File: src/rtl/cpu_mem_pkg.sv
// Shared types and default widths for the unified memory-port arbiter.
package cpu_mem_pkg;
  localparam int ADDR_W_DEF = 32;
  localparam int DATA_W_DEF = 32;

  typedef enum logic [1:0] {
    IDLE    = 2'd0,
    BUSY_IF = 2'd1,
    BUSY_D  = 2'd2
  } arb_state_t;

  typedef enum logic [1:0] {
    OWN_NONE = 2'd0,
    OWN_IF   = 2'd1,
    OWN_D    = 2'd2
  } owner_t;
endpackage

File: src/rtl/mem_port_arbiter_if.sv
// Fetch, load/store and memory-port signals of the arbiter; bus_err exists only
// when ARB_TIMEOUT_EN is defined. slave = arbiter view, master = surrounding logic.
interface mem_port_arbiter_if #(
  parameter int ADDR_W = 32,
  parameter int DATA_W = 32
);
  logic              if_req;
  logic [ADDR_W-1:0] if_addr;
  logic              if_ready;
  logic              if_rvalid;
  logic [DATA_W-1:0] if_rdata;

  logic                d_req;
  logic                d_we;
  logic [ADDR_W-1:0]   d_addr;
  logic [DATA_W-1:0]   d_wdata;
  logic [DATA_W/8-1:0] d_wstrb;
  logic                d_ready;
  logic                d_rvalid;
  logic [DATA_W-1:0]   d_rdata;

  logic                mem_req;
  logic                mem_we;
  logic [ADDR_W-1:0]   mem_addr;
  logic [DATA_W-1:0]   mem_wdata;
  logic [DATA_W/8-1:0] mem_wstrb;
  logic                mem_ack;
  logic [DATA_W-1:0]   mem_rdata;
`ifdef ARB_TIMEOUT_EN
  logic                bus_err;
`endif

  modport slave (
`ifdef ARB_TIMEOUT_EN
    output bus_err,
`endif
    input  if_req, if_addr,
    output if_ready, if_rvalid, if_rdata,
    input  d_req, d_we, d_addr, d_wdata, d_wstrb,
    output d_ready, d_rvalid, d_rdata,
    output mem_req, mem_we, mem_addr, mem_wdata, mem_wstrb,
    input  mem_ack, mem_rdata
  );

  modport master (
`ifdef ARB_TIMEOUT_EN
    input  bus_err,
`endif
    output if_req, if_addr,
    input  if_ready, if_rvalid, if_rdata,
    output d_req, d_we, d_addr, d_wdata, d_wstrb,
    input  d_ready, d_rvalid, d_rdata,
    input  mem_req, mem_we, mem_addr, mem_wdata, mem_wstrb,
    output mem_ack, mem_rdata
  );
endinterface

File: src/rtl/mem_arb_starve_ctr.sv
// Counts consecutive data grants taken while a fetch waits and decides whether
// the data side may still win the next arbitration.
module mem_arb_starve_ctr #(
  parameter int STARVE_MAX = 4
) (
  input  logic clk,
  input  logic rst,
  input  logic grant_d,
  input  logic grant_if,
  input  logic if_req,
  output logic allow_d
);
  localparam logic [3:0] CNT_MAX = 4'(STARVE_MAX);

  logic [3:0] starve_cnt;

  function automatic logic [3:0] sat_inc(input logic [3:0] v);
    return (v >= CNT_MAX) ? CNT_MAX : v + 4'd1;
  endfunction

  always_ff @(posedge clk or negedge rst) begin
    if (!rst) begin
      starve_cnt <= 4'd0;
    end else if (grant_d && if_req) begin
      starve_cnt <= sat_inc(starve_cnt);
    end else if (grant_d || grant_if) begin
      starve_cnt <= 4'd0;
    end
  end

  assign allow_d = !if_req || (starve_cnt < CNT_MAX);
endmodule

File: src/rtl/mem_port_arbiter.sv
// Arbitrates the unified memory port between fetch and load/store requesters.
// Optional watchdog with bus_err pulse is enabled by defining ARB_TIMEOUT_EN.
module mem_port_arbiter
  import cpu_mem_pkg::*;
#(
  parameter int ADDR_W      = ADDR_W_DEF,
  parameter int DATA_W      = DATA_W_DEF,
  parameter int STARVE_MAX  = 4,
  parameter int TIMEOUT_CYC = 256
) (
  input logic               clk,
  input logic               rst,
  mem_port_arbiter_if.slave bus
);
  if (STARVE_MAX < 1 || STARVE_MAX > 15 || TIMEOUT_CYC < 1 || TIMEOUT_CYC > 65535 ||
      $bits(bus.mem_addr) != ADDR_W || $bits(bus.mem_rdata) != DATA_W) begin : g_bad_cfg
    $error("mem_port_arbiter: parameter out of range or interface width mismatch");
  end

  arb_state_t        state;
  owner_t            owner;
  logic              allow_d;
  logic              grant_d;
  logic              grant_if;
  logic              done;
  logic [DATA_W-1:0] done_data;

  // Readies are gated by reset so every output reads 0 while rst is low.
  assign grant_d     = rst && (state == IDLE) && bus.d_req && allow_d;
  assign grant_if    = rst && (state == IDLE) && bus.if_req && !grant_d;
  assign bus.d_ready  = grant_d;
  assign bus.if_ready = grant_if;

  mem_arb_starve_ctr #(
    .STARVE_MAX(STARVE_MAX)
  ) u_starve (
    .clk     (clk),
    .rst     (rst),
    .grant_d (grant_d),
    .grant_if(grant_if),
    .if_req  (bus.if_req),
    .allow_d (allow_d)
  );

`ifdef ARB_TIMEOUT_EN
  localparam logic [15:0] WD_LAST = 16'(TIMEOUT_CYC - 1);

  logic [15:0] wd;
  logic        timed_out;

  always_ff @(posedge clk or negedge rst) begin
    if (!rst) begin
      wd <= 16'd0;
    end else if (state == IDLE) begin
      wd <= 16'd0;
    end else begin
      wd <= wd + 16'd1;
    end
  end
`endif

  // A same-cycle mem_ack takes precedence over watchdog expiry.
  always_comb begin
    done      = 1'b0;
    done_data = bus.mem_we ? {DATA_W{1'b0}} : bus.mem_rdata;
`ifdef ARB_TIMEOUT_EN
    timed_out = 1'b0;
`endif
    if (state != IDLE) begin
      if (bus.mem_ack) begin
        done = 1'b1;
`ifdef ARB_TIMEOUT_EN
      end else if (wd == WD_LAST) begin
        done      = 1'b1;
        timed_out = 1'b1;
        done_data = {DATA_W{1'b0}};
`endif
      end
    end
  end

  always_ff @(posedge clk or negedge rst) begin
    if (!rst) begin
      state         <= IDLE;
      owner         <= OWN_NONE;
      bus.mem_req   <= 1'b0;
      bus.mem_we    <= 1'b0;
      bus.mem_addr  <= {ADDR_W{1'b0}};
      bus.mem_wdata <= {DATA_W{1'b0}};
      bus.mem_wstrb <= {(DATA_W/8){1'b0}};
      bus.if_rvalid <= 1'b0;
      bus.if_rdata  <= {DATA_W{1'b0}};
      bus.d_rvalid  <= 1'b0;
      bus.d_rdata   <= {DATA_W{1'b0}};
`ifdef ARB_TIMEOUT_EN
      bus.bus_err   <= 1'b0;
`endif
    end else begin
      bus.if_rvalid <= 1'b0;
      bus.d_rvalid  <= 1'b0;
`ifdef ARB_TIMEOUT_EN
      bus.bus_err   <= 1'b0;
`endif
      unique case (state)
        IDLE: begin
          if (grant_d) begin
            state         <= BUSY_D;
            owner         <= OWN_D;
            bus.mem_req   <= 1'b1;
            bus.mem_we    <= bus.d_we;
            bus.mem_addr  <= bus.d_addr;
            bus.mem_wdata <= bus.d_wdata;
            bus.mem_wstrb <= bus.d_we ? bus.d_wstrb : {(DATA_W/8){1'b0}};
          end else if (grant_if) begin
            state         <= BUSY_IF;
            owner         <= OWN_IF;
            bus.mem_req   <= 1'b1;
            bus.mem_we    <= 1'b0;
            bus.mem_addr  <= bus.if_addr;
            bus.mem_wdata <= {DATA_W{1'b0}};
            bus.mem_wstrb <= {(DATA_W/8){1'b0}};
          end
        end
        BUSY_IF, BUSY_D: begin
          if (done) begin
            state       <= IDLE;
            owner       <= OWN_NONE;
            bus.mem_req <= 1'b0;
            if (owner == OWN_IF) begin
              bus.if_rvalid <= 1'b1;
              bus.if_rdata  <= done_data;
            end else begin
              bus.d_rvalid  <= 1'b1;
              bus.d_rdata   <= done_data;
            end
`ifdef ARB_TIMEOUT_EN
            bus.bus_err <= timed_out;
`endif
          end
        end
        default: begin
          state <= IDLE;
          owner <= OWN_NONE;
        end
      endcase
    end
  end
endmodule
File: src/flat_wrapper.sv
// flat-port wrapper written by rule: the top's interface ports become plain ports
module mem_port_arbiter_flat import cpu_mem_pkg::*;
#(
  parameter int ADDR_W      = ADDR_W_DEF,
  parameter int DATA_W      = DATA_W_DEF,
  parameter int STARVE_MAX  = 4,
  parameter int TIMEOUT_CYC = 256
)
  (clk, rst, bus_if_req, bus_if_addr, bus_if_ready, bus_if_rvalid, bus_if_rdata, bus_d_req, bus_d_we, bus_d_addr, bus_d_wdata, bus_d_wstrb, bus_d_ready, bus_d_rvalid, bus_d_rdata, bus_mem_req, bus_mem_we, bus_mem_addr, bus_mem_wdata, bus_mem_wstrb, bus_mem_ack, bus_mem_rdata);
  mem_port_arbiter_if #(.ADDR_W(ADDR_W), .DATA_W(DATA_W)) bus_i ();
  input logic clk;
  input logic rst;
  input wire logic [$bits(bus_i.if_req)-1:0] bus_if_req;
  input wire logic [$bits(bus_i.if_addr)-1:0] bus_if_addr;
  output wire logic [$bits(bus_i.if_ready)-1:0] bus_if_ready;
  output wire logic [$bits(bus_i.if_rvalid)-1:0] bus_if_rvalid;
  output wire logic [$bits(bus_i.if_rdata)-1:0] bus_if_rdata;
  input wire logic [$bits(bus_i.d_req)-1:0] bus_d_req;
  input wire logic [$bits(bus_i.d_we)-1:0] bus_d_we;
  input wire logic [$bits(bus_i.d_addr)-1:0] bus_d_addr;
  input wire logic [$bits(bus_i.d_wdata)-1:0] bus_d_wdata;
  input wire logic [$bits(bus_i.d_wstrb)-1:0] bus_d_wstrb;
  output wire logic [$bits(bus_i.d_ready)-1:0] bus_d_ready;
  output wire logic [$bits(bus_i.d_rvalid)-1:0] bus_d_rvalid;
  output wire logic [$bits(bus_i.d_rdata)-1:0] bus_d_rdata;
  output wire logic [$bits(bus_i.mem_req)-1:0] bus_mem_req;
  output wire logic [$bits(bus_i.mem_we)-1:0] bus_mem_we;
  output wire logic [$bits(bus_i.mem_addr)-1:0] bus_mem_addr;
  output wire logic [$bits(bus_i.mem_wdata)-1:0] bus_mem_wdata;
  output wire logic [$bits(bus_i.mem_wstrb)-1:0] bus_mem_wstrb;
  input wire logic [$bits(bus_i.mem_ack)-1:0] bus_mem_ack;
  input wire logic [$bits(bus_i.mem_rdata)-1:0] bus_mem_rdata;
  assign bus_i.if_req = bus_if_req;
  assign bus_i.if_addr = bus_if_addr;
  assign bus_if_ready = bus_i.if_ready;
  assign bus_if_rvalid = bus_i.if_rvalid;
  assign bus_if_rdata = bus_i.if_rdata;
  assign bus_i.d_req = bus_d_req;
  assign bus_i.d_we = bus_d_we;
  assign bus_i.d_addr = bus_d_addr;
  assign bus_i.d_wdata = bus_d_wdata;
  assign bus_i.d_wstrb = bus_d_wstrb;
  assign bus_d_ready = bus_i.d_ready;
  assign bus_d_rvalid = bus_i.d_rvalid;
  assign bus_d_rdata = bus_i.d_rdata;
  assign bus_mem_req = bus_i.mem_req;
  assign bus_mem_we = bus_i.mem_we;
  assign bus_mem_addr = bus_i.mem_addr;
  assign bus_mem_wdata = bus_i.mem_wdata;
  assign bus_mem_wstrb = bus_i.mem_wstrb;
  assign bus_i.mem_ack = bus_mem_ack;
  assign bus_i.mem_rdata = bus_mem_rdata;
  mem_port_arbiter #(.ADDR_W(ADDR_W), .DATA_W(DATA_W), .STARVE_MAX(STARVE_MAX), .TIMEOUT_CYC(TIMEOUT_CYC)) u_core (.clk(clk), .rst(rst), .bus(bus_i));
endmodule
File: config.mk
export PLATFORM = sky130hd
export DESIGN_NAME = mem_port_arbiter_flat
export DESIGN_NICKNAME = d
export VERILOG_FILES = /design/src/rtl/cpu_mem_pkg.sv /design/src/rtl/mem_port_arbiter_if.sv /design/src/rtl/mem_arb_starve_ctr.sv /design/src/rtl/mem_port_arbiter.sv /design/src/flat_wrapper.sv
export SDC_FILE = /design/constraint.sdc
export NUM_CORES = 1
export LEC_CHECK = 0
export ABC_AREA = 1
export BUFFER_PORTS_ARGS = -buffer_cell sky130_fd_sc_hd__buf_4
export CAP_MARGIN = 5
export CORE_MARGIN = 3
export CORE_UTILIZATION = 48
export CTS_CLUSTER_SIZE = 28
export DETAILED_ROUTE_END_ITERATION = 7
export GPL_TIMING_DRIVEN = 0
export PLACE_DENSITY = 0.79
export RECOVER_POWER = 25
export SYNTH_ARGS = -nofsm -noshare
export SYNTH_HDL_FRONTEND = slang
export SYNTH_SLANG_ARGS = --single-unit
File: constraint.sdc
create_clock -name clk -period 1.68 [get_ports clk]
set_input_delay 0.084 -clock clk [delete_from_list [all_inputs] [get_ports clk]]
set_output_delay 0.084 -clock clk [all_outputs]
set_load 0.05 [all_outputs]
; Yosys cells after proc, flatten, opt, wreduce, memory -nomap -nowiden
; Index checks and enable logic that the tools add are counted.
[classes]
add_sub_neg = 1
order_cmp = 2
n_eq_ne = 4
mux = 29
n_bitwise = 1
reduce_logical = 21
[ops]
columns = cell, count
row1 = two-way mux 32 bit, 5
row2 = two-way mux 4 bit, 6
row3 = two-way mux 1 bit, 13
row4 = AND reduction 3 bit, 3
row5 = nonzero test 2 bit, 4
row6 = logical AND 1 bit, 6
row7 = two-way mux 2 bit, 3
row8 = "adder 4 x 1 -> 4 bit, second input constant", 1
row9 = "greater-or-equal comparator 4 x 3 -> 1 bit, second input constant", 1
row10 = "< comparator 4 x 3 -> 1 bit, second input constant", 1
row11 = one-hot mux 2 bit (2 select lines), 1
row12 = AND reduction 2 bit, 2
row13 = "inequality test 3 x 2 -> 1 bit, second input constant", 1
row14 = "equality test 2 x 1 -> 1 bit, second input constant", 1
row15 = "equality test 2 bit, second input constant", 1
row16 = logical NOT 1 bit, 2
row17 = logical NOT 2 bit, 1
row18 = logical OR 1 bit, 2
row19 = "inequality test 2 x 1 -> 1 bit, second input constant", 1
row20 = one-hot mux 1 bit (2 select lines), 1
row21 = OR reduction 2 bit, 1
row22 = NOT 1 bit, 1
[totals]
regBits = 142
output_inout_bits = 138

; Longest topological paths before layout
; Gate-level depths: netlist of the first run.
[logic_depth]
depth_word = 9
depth_mapped = 10
ltp_nobuf = 8

; Modules after synthesis
; A second synthesis of the first run with hierarchy kept.
[hier_totals]
cells_unflattened = 827
hier_area_um2 = 6391.1
[modules_own_cells]
columns = mod, n_inst, cells_per_inst, area_per_inst_um2, seq_area_each_um2
row1 = mem_port_arbiter, 1, 804, 6190.9, 3453.3
row2 = mem_arb_starve_ctr, 1, 23, 200.2, 100.1

; Least setup slack after synthesis of the first run
; OpenSTA, ideal clock, no wires.
[synth_timing]
kind = reg-to-reg
startpoint = reg u_core.state[0]
endpoint = reg u_core.state[0]
setup_time_ps = 68
t_arrival_ps = 1873
required_time_ps = 1612
slack_ps = -261
stages_incl_launch_ff = 9
path_buffers = 1
synth_period_minus_slack_ps = 1941
path_cell_list = dfrtp_1 -> inv_1 -> ha_1 -> nand3_1 -> a21oi_2 -> buf_2 -> nor2_1 -> nand2_1 -> nand2_1
[synth_between]
elab_chain_len = 8
[synth_rtl]
columns = element, line_no
row1 = "start, declared", mem_port_arbiter.sv:20  ; arb_state_t state;
row2 = "start signal, assigned", mem_port_arbiter.sv:84  ; state <= IDLE;
row3 = "start signal, assigned", mem_port_arbiter.sv:107  ; state <= BUSY_D;
row4 = "start signal, assigned", mem_port_arbiter.sv:115  ; state <= BUSY_IF;
row5 = logical NOT 2 bit (*), "mem_port_arbiter.sv:29, mem_port_arbiter.sv:30"
row6 = logical AND 1 bit (*), "mem_port_arbiter.sv:29, mem_port_arbiter.sv:30"
row7 = logical AND 1 bit (2 in series), mem_port_arbiter.sv:29  ; assign grant_d = rst && (state == IDLE) && bus.d_req && allow_d;
row8 = logical NOT 1 bit, mem_port_arbiter.sv:30  ; assign grant_if = rst && (state == IDLE) && bus.if_req && !grant_d;
row9 = logical AND 1 bit (*), mem_port_arbiter.sv:30
row10 = net bus_if_ready, flat_wrapper.sv:15  ; output wire logic [$bits(bus_i.if_ready)-1:0] bus_if_ready;
row11 = inequality test 3 x 2 -> 1 bit (no source line) (*), n/a
row12 = AND reduction 2 bit (no source line) (*), n/a
; The timed path passes the listed nets; every way through them passes the cells marked *.
; A chain may end at the register's enable or synchronous reset.

; Final worst setup path of the first run
[layout_timing]
startpoint = reg u_core.state[1]
endpoint = out bus_if_ready
[layout_between]
elab_chain_len = 6
[layout_rtl]
columns = element, line_no
row1 = logical NOT 2 bit (*), "mem_port_arbiter.sv:29, mem_port_arbiter.sv:30"
row2 = logical AND 1 bit (*), "mem_port_arbiter.sv:29, mem_port_arbiter.sv:30"
row3 = logical AND 1 bit (2 in series), mem_port_arbiter.sv:29
row4 = logical NOT 1 bit, mem_port_arbiter.sv:30
row5 = logical AND 1 bit (*), mem_port_arbiter.sv:30
row6 = "end, declared", flat_wrapper.sv:15
; Mark *: on every way between the ends. The rest lies on a longest branch, timed or not.

==> results of run 1 <==
power breakdown:
group | total [uW] | switching, uW | internal (uW)
logic | 11100 | 7860 | 3240
clock network | 4180 | 1430 | 2740
registers | 5660 | 888 | 4770
total | 20900 | 10200 | 10800
worst max path at each step:
stage                     from                       end
2_1_floorplan  u_core.state[0]   u_core.bus.mem_addr[25]
3_3_place_gp               rst   u_core.bus.mem_addr[30]
3_5_place_dp               rst  u_core.bus.mem_wdata[14]
4_1_cts        u_core.state[1]              bus_if_ready
5_1_grt        u_core.state[1]              bus_if_ready
6_report       u_core.state[1]              bus_if_ready
worst max-delay path: cells and delay by family, from the launching register on:
family	cells	cell delay, ps
adders and majority gates	1	190
and+or+nand+nor	2	120
buffers and inverters	3	380
DFF	1	400
AOI/OAI and AO/OA	1	190
stage by stage:
| step | setup slack (ps) | util, % | instance area [sq um] | power, uW |
|---|---|---|---|---|
| after floorplan | 131 | - | 6300 | 12300 |
| after global placement | -1310 | 67.5 | 8580 | 15700 |
| after detailed placement | -443 | 67.7 | 8610 | 15800 |
| after CTS | -86.3 | 84.6 | 10800 | 20400 |
| after global routing | -161 | 84.8 | 10800 | 21700 |
| final | -97.9 | 84.8 | 10800 | 20900 |
cells in the final DEF (no fill, tap or decap), drive strengths merged:
| cell | n |
|---|---|
| dlygate4sd3 | 127 |
| nand2 | 254 |
| clkinvlp | 1 |
| ha | 6 |
| buf | 302 |
| nand4 | 2 |
| o21ai | 71 |
| inv | 65 |
| clkbuf | 58 |
| a21oi | 1 |
| nor2 | 38 |
| nand3 | 141 |
| clkinv | 5 |
| bufinv | 5 |
| dfrtp | 142 |
flip-flops by register name, indices dropped and copies added (netlist names), 2 cells and up:
| register | count |
|---|---|
| u_core.bus.mem_wstrb | 4 |
| u_core.bus.mem_addr | 32 |
| u_core.bus.d_rdata | 32 |
| u_core.bus.if_rdata | 32 |
| u_core.state | 2 |
| u_core.bus.mem_wdata | 32 |
| u_core.u_starve.starve_cnt | 4 |
cell usage after synthesis:
cell	number	area share [%]
sky130_fd_sc_hd__dfrtp_1	142	56
sky130_fd_sc_hd__buf_2	10	0.80
sky130_fd_sc_hd__nor2_1	38	2.3
sky130_fd_sc_hd__buf_4	5	0.60
sky130_fd_sc_hd__nand2_4	1	0.18
sky130_fd_sc_hd__nand4_1	2	0.20
sky130_fd_sc_hd__nand2_1	252	15
sky130_fd_sc_hd__o21ai_0	66	5.2
sky130_fd_sc_hd__nand3_1	140	11
sky130_fd_sc_hd__o21ai_1	5	0.40
sky130_fd_sc_hd__a21oi_2	1	0.14
sky130_fd_sc_hd__nand2_2	1	0.099
sky130_fd_sc_hd__inv_1	64	3.8
sky130_fd_sc_hd__ha_1	6	1.2
sky130_fd_sc_hd__nand3_2	1	0.16
sky130_fd_sc_hd__inv_4	1	0.099
sky130_fd_sc_hd__clkbuf_1	37	2.2
per-layer routing:
layer	track usage, %	share of wire [%]	vias up
met3	7.53	7.7	130
met1	38.7	35	3560
li1	-	-	3325
met5	0	0	-
met2	61.7	50	483
met4	21.8	6.5	0
kinds of logic (layout without fill, tap and decap cells):
| kind of cell | count (synthesis) | after routing | share of synthesized area, % |
|---|---|---|---|
| fa+ha+maj | 6 | 6 | 1.19 |
| simple gates | 435 | 435 | 29.1 |
| flops | 142 | 142 | 56.5 |
| buf+inv | 117 | 563 | 7.51 |
| compound gates | 72 | 72 | 5.78 |
what timing repair did:
action / 4_1_cts / 5_1_grt
setup endpoints to repair: 137 / 132
cloned: 1 / 0
pin swaps: 1 / 2
resized for setup: 28 / 74
buffers inserted: 6 / 2
endpoints found under the hold margin: 208 / 94
cell type report:
| type | instances | share of cell area (%) |
|---|---|---|
| sequential | 142 | 32.9 |
| timing repair buffer | 414 | 32.2 |
| multi-input combinational | 513 | 21.7 |
| clock buffer | 21 | 4.36 |
| buffer | 52 | 2.75 |
| inverter | 65 | 2.28 |
| tap | 172 | 1.99 |
| clock inverter | 11 | 1.73 |
==> impl_metrics.csv, run 1 <==
group,metric,value,unit
global_routing,gr-usage-all-layers,35.2,%
floorplanning,die_height,121,um
cells_and_area,seq_cell_area,3550,sq um
floorplanning,io_pins,276,
power_and_ir_drop,power_density,1940,nW/um^2
clock_network,cts.root.buffer_cell,"sky130_fd_sc_hd__clkbuf_16",
setup_path,cp_slowest_cell,"sky130_fd_sc_hd__dfrtp_1",
setup_path,timing.rr.start,"u_core.state[1]",
setup_path,worstReg2RegEnd,"u_core.bus.mem_addr[10]",
synth,post_synth_num_cell_types,17,
timing,hold_viol,44,
drt,drt_iter0_drc,614,
synth,synth.cell_area,6290,sq um
status,status,"complete, but fails checks",
synth,mapped_cells,772,
min_path,class_of_the_most_critical_hold_timing_path,"input port to asynchronous set/reset pin",
clock_network,cts-hold-fix-buffers,129,
floorplanning,design.core.area,12700,sq um
drt,routed_via_density,5.39,
cells_and_area,p_r_area_growth_vs_syn,71.4,%
cells_and_area,stdcell_count,1390,
cells_and_area,fin_nets,1349,
timing,timing.slew.headroom,16.2,%
power_and_ir_drop,worst_ir_drop_vdd,1.45,mV
floorplanning,design.die.area,14500,sq um
floorplanning,chipWidth,121,um
synth,mean_syn_cell_area,8.15,sq um
power_and_ir_drop,power.leakage,0.00587,uW
setup_path,crit_type,"flip-flop to primary output",
clock_network,path_clk_slew,60,ps
drt,dr.pass1.iters,7,
placed_design,count_of_buffers_inserted_at_the_top_level_ports,275,
setup_path,worst_ep_required_time,1600,ps
setup_path,crit_path_end_kind,"primary output",
cells_and_area,layout.filler_cells,702,
status,violated_checks,"negative hold slack, negative setup slack",
global_routing,global_route.overflow_total,0,
drt,drc_errors,0,
placed_design,gp_congestion,0.860,
timing,setup-violations-final,7,
setup_path,critPathMaxStageDelay,400,ps
setup_path,crit_path_cell_trace,"inv_2, ha_4, nand3_4, a21oi_4, buf_6, nor2_4, buf_8",
timing,worst_slack,-97.9,ps
clock_network,cts_tree,"built",
setup_path,flop_to_flop_setup_slack,-60,ps
flow_run,max-cap-violations,0,
timing,drv_slew,0,
timing,worst_clock_skew,10.1,ps
clock_network,clkLatencyLatePin,420,ps
floorplanning,initial_utilization,49.5,%
drt,routed-via-count,7498,
global_routing,first_global_vias,7879,
cells_and_area,num_antenna_cells,0,
setup_path,r2r_cells,9,
setup_path,path_max_fanout,4,
global_routing,first_pass_grt_wire_length,39.8,mm
clock_network,clkSinkCount,142,
setup_path,worstSetupStartpointType,"flip-flop",
drt,avgRoutedWirePerCell,18.5,um
timing,timing.final.crit_share,106,%
timing,worst_hold_slack,-173,ps
drt,ant_nets,0,
drt,finalWirelength,25.8,mm
synth,flip_flop_and_latch_count_after_synthesis,142,
setup_path,crit_arrival,1690,ps
global_routing,antenna_found_initial,0,
clock_network,cts_inserted_buffers,17,
placed_design,placed_cells_incl_taps,1220,
clock_network,cts.path.max_buffers,2,
timing,rsz0062_at_grt,"true",
timing,fin_tns_setup,-275,ps
clock_network,htree_num_levels,4,
timing,fmax,0.562,GHz
synth,syn_nets,916,
cells_and_area,area_taken_by_multi_input_logic_gates,2340,sq um
cells_and_area,share_of_final_layout_standard_cells_stronger_than_drive_strength_1,30.5,%
placed_design,dp_hpwl,14.8,mm
timing,min_period,1780,ps
floorplanning,num_rows,41,
global_routing,pin_count_of_the_biggest_net_entering_global_routing,51,
timing,timing_worst_slew_pin_value,1260,ps
synth,yosysWarningCount,0,
synth,synth.yosys.seq_area_share,56.5,%
Note: power is estimated with default switching activity, not from simulation.
==> run 2, diff against run 1 <==
- CORE_ASPECT_RATIO: default -> 0.8
==> run 2 against run 1 <==
The run still ends with negative hold slack, negative setup slack left. Sequential share of layout area rose by 0.67 points. Critical path depth grew 2. Non-clock buffer count is 15 lower. Largest cell class unchanged. Utilization fell by 0.058 points. Hold slack lost 170 ps. Count of clock-buffer cells in the layout shrank 4.
==> impl_metrics.csv, run 2 (synthesis results as in run 1) <==
group,metric,value,unit
status,status,"complete, but fails checks",
status,violated_checks,"negative hold slack, negative setup slack",
setup_path,crit_start,"u_core.state[0]",
min_path,class_of_the_most_critical_hold_timing_path,"input port to asynchronous set/reset pin",
flow_run,max-cap-violations,0,
setup_path,critPathMaxStageDelay,410,ps
drt,ant_nets,0,
drt,drt_iter0_drc,691,
timing,setup-violations-final,31,
floorplanning,design.die.area,14500,sq um
timing,min_period,1800,ps
clock_network,cts.path.max_buffers,2,
drt,finalWirelength,25.9,mm
clock_network,cts-hold-fix-buffers,114,
setup_path,critical_path_destination,"u_core.bus.mem_addr[24]",
cells_and_area,layout_common_cells,"288 x sky130_fd_sc_hd__buf_4, 250 x sky130_fd_sc_hd__nand2_1, 142 x sky130_fd_sc_hd__dfrtp_1, 139 x sky130_fd_sc_hd__nand3_1, 114 x sky130_fd_sc_hd__dlygate4sd3_1",
clock_network,clkSinkCount,142,
placed_design,dp_hpwl,15.1,mm
clock_network,clkLatencyLatePin,420,ps
cells_and_area,utilization,84.7,%
setup_path,worstReg2RegEnd,"u_core.bus.mem_addr[24]",
setup_path,cp_slowest_cell,"sky130_fd_sc_hd__dfrtp_1",
clock_network,cts_tree,"built",
power_and_ir_drop,worst_ir_drop_vdd,1.27,mV
timing,rsz0062_at_grt,"true",
cells_and_area,layout.filler_cells,710,
setup_path,crit_type,"flip-flop to flip-flop",
global_routing,pin_count_of_the_biggest_net_entering_global_routing,80,
placed_design,count_of_buffers_inserted_at_the_top_level_ports,275,
drt,dr.pass1.iters,6,
setup_path,flop_to_flop_setup_slack,-120,ps
timing,hold_viol,63,
floorplanning,chipWidth,134,um
cells_and_area,fin_nets,1334,
floorplanning,initial_utilization,50.5,%
global_routing,global_route.overflow_total,0,
timing,worst_hold_slack,-347,ps
power_and_ir_drop,power.leakage,0.00575,uW
timing,timing_worst_slew_pin_value,648,ps
timing,fmax,0.556,GHz
setup_path,worstSetupStartpointType,"flip-flop",
timing,drv_slew,0,
timing,timing.final.crit_share,107,%
clock_network,path_clk_slew,60,ps
floorplanning,die_height,108,um
setup_path,timing.rr.start,"u_core.state[0]",
setup_path,crit_path_frequent_cell,"sky130_fd_sc_hd__nand3_1",
drt,routed-via-count,7582,
cells_and_area,p_r_area_growth_vs_syn,68.0,%
cells_and_area,layout.cells.most_common,"sky130_fd_sc_hd__buf_4",
setup_path,r2r_cells,9,
drt,avgRoutedWirePerCell,18.8,um
clock_network,cts_inserted_buffers,17,
floorplanning,io_pins,276,
placed_design,gp_congestion,0.905,
setup_path,crit_cells,9,
setup_path,timing.critical_path.max_delay_family,"buffers and inverters",
setup_path,critical_path_buf_inv_count,4,
setup_path,crit_arrival,2090,ps
timing,worst_clock_skew,12.1,ps
global_routing,first_pass_grt_wire_length,39.7,mm
drt,drc_errors,0,
timing,worst_slack,-120,ps
drt,routed_via_density,5.51,
setup_path,path_max_fanout,10,
floorplanning,num_rows,36,
clock_network,htree_num_levels,4,
setup_path,crit_path_end_kind,"flip-flop",
timing,fin_tns_setup,-1770,ps
setup_path,crit_path_cell_trace,"inv_2, ha_4, nand3_4, buf_4, inv_4, nand2_4, clkbuf_4, nand3_1, nand3_1",
timing,timing.slew.headroom,56.8,%
clock_network,cts.root.buffer_cell,"sky130_fd_sc_hd__clkbuf_16",
floorplanning,design.core.area,12500,sq um
global_routing,antenna_found_initial,0,
global_routing,first_global_vias,7706,
setup_path,worst_ep_required_time,1970,ps
global_routing,gr-usage-all-layers,35.0,%
power_and_ir_drop,power_density,1940,nW/um^2
cells_and_area,share_of_final_layout_standard_cells_stronger_than_drive_strength_1,31.0,%
==> run 2: timing repair <==
action	4_1_cts	5_1_grt
resized for setup	30	91
pin swaps	1	0
hold endpoints to repair	165	63
setup buffers	7	3
endpoints found under the setup margin	137	137
==> run 2: routing by layer <==
metal | GRT usage [%] | share of wire (%) | wire (um)
met1 | 41.8 | 36 | 9460
met2 | 56.9 | 48 | 12500
met3 | 9.63 | 9.2 | 2380
met4 | 21.8 | 6.0 | 1550
met5 | 0 | 0 | 0
==> run 2: cell type report <==
type | count | area, sq um | area share [%]
clock inverters | 15 | 149 | 1.41
diodes | 3 | 7.51 | 0.0710
repair buffers | 400 | 3330 | 31.5
plain buffers | 51 | 303 | 2.86
multi-input cells | 513 | 2350 | 22.2
clock buffers | 17 | 425 | 4.02
inverters | 65 | 246 | 2.33
well taps | 171 | 214 | 2.02
flip-flops and latches | 142 | 3550 | 33.6
==> run 2: through the flow <==
stage | area, sq um | hold WS (ps) | power (uW) | std cells | setup WS [ps]
3_5_place_dp | 8610 | 118 | 15800 | 1219 | -314
3_3_place_gp | 8580 | 277 | 15700 | 1218 | -1320
4_1_cts | 10500 | -308 | 20000 | 1371 | -94.6
5_1_grt | 10600 | -305 | 21300 | 1374 | -193
6_report | 10600 | -347 | 20500 | 1377 | -120
2_1_floorplan | 6300 | -212 | 12300 | 772 | 131
==> run 2: worst min-delay path by stage <==
stage	depth (start not counted)	slack, ps	start	endpoint
floorplan	0	-210	rst	u_core.bus.d_rdata[0]
global placement	3	280	bus_d_wdata[20]	u_core.bus.mem_wdata[20]
detailed placement	1	120	rst	u_core.bus.mem_wdata[29]
CTS	1	-310	rst	u_core.bus.mem_wdata[29]
global route	1	-310	rst	u_core.bus.mem_addr[1]
finish	1	-350	rst	u_core.bus.mem_wdata[29]
==> run 2: power breakdown <==
group | internal (uW) | leakage (uW) | switching [uW]
sequential | 4770 | 0.00182 | 888
clock | 2170 | 0.000270 | 1540
combinational | 3260 | 0.00366 | 7890
total | 10200 | 0.00575 | 10300
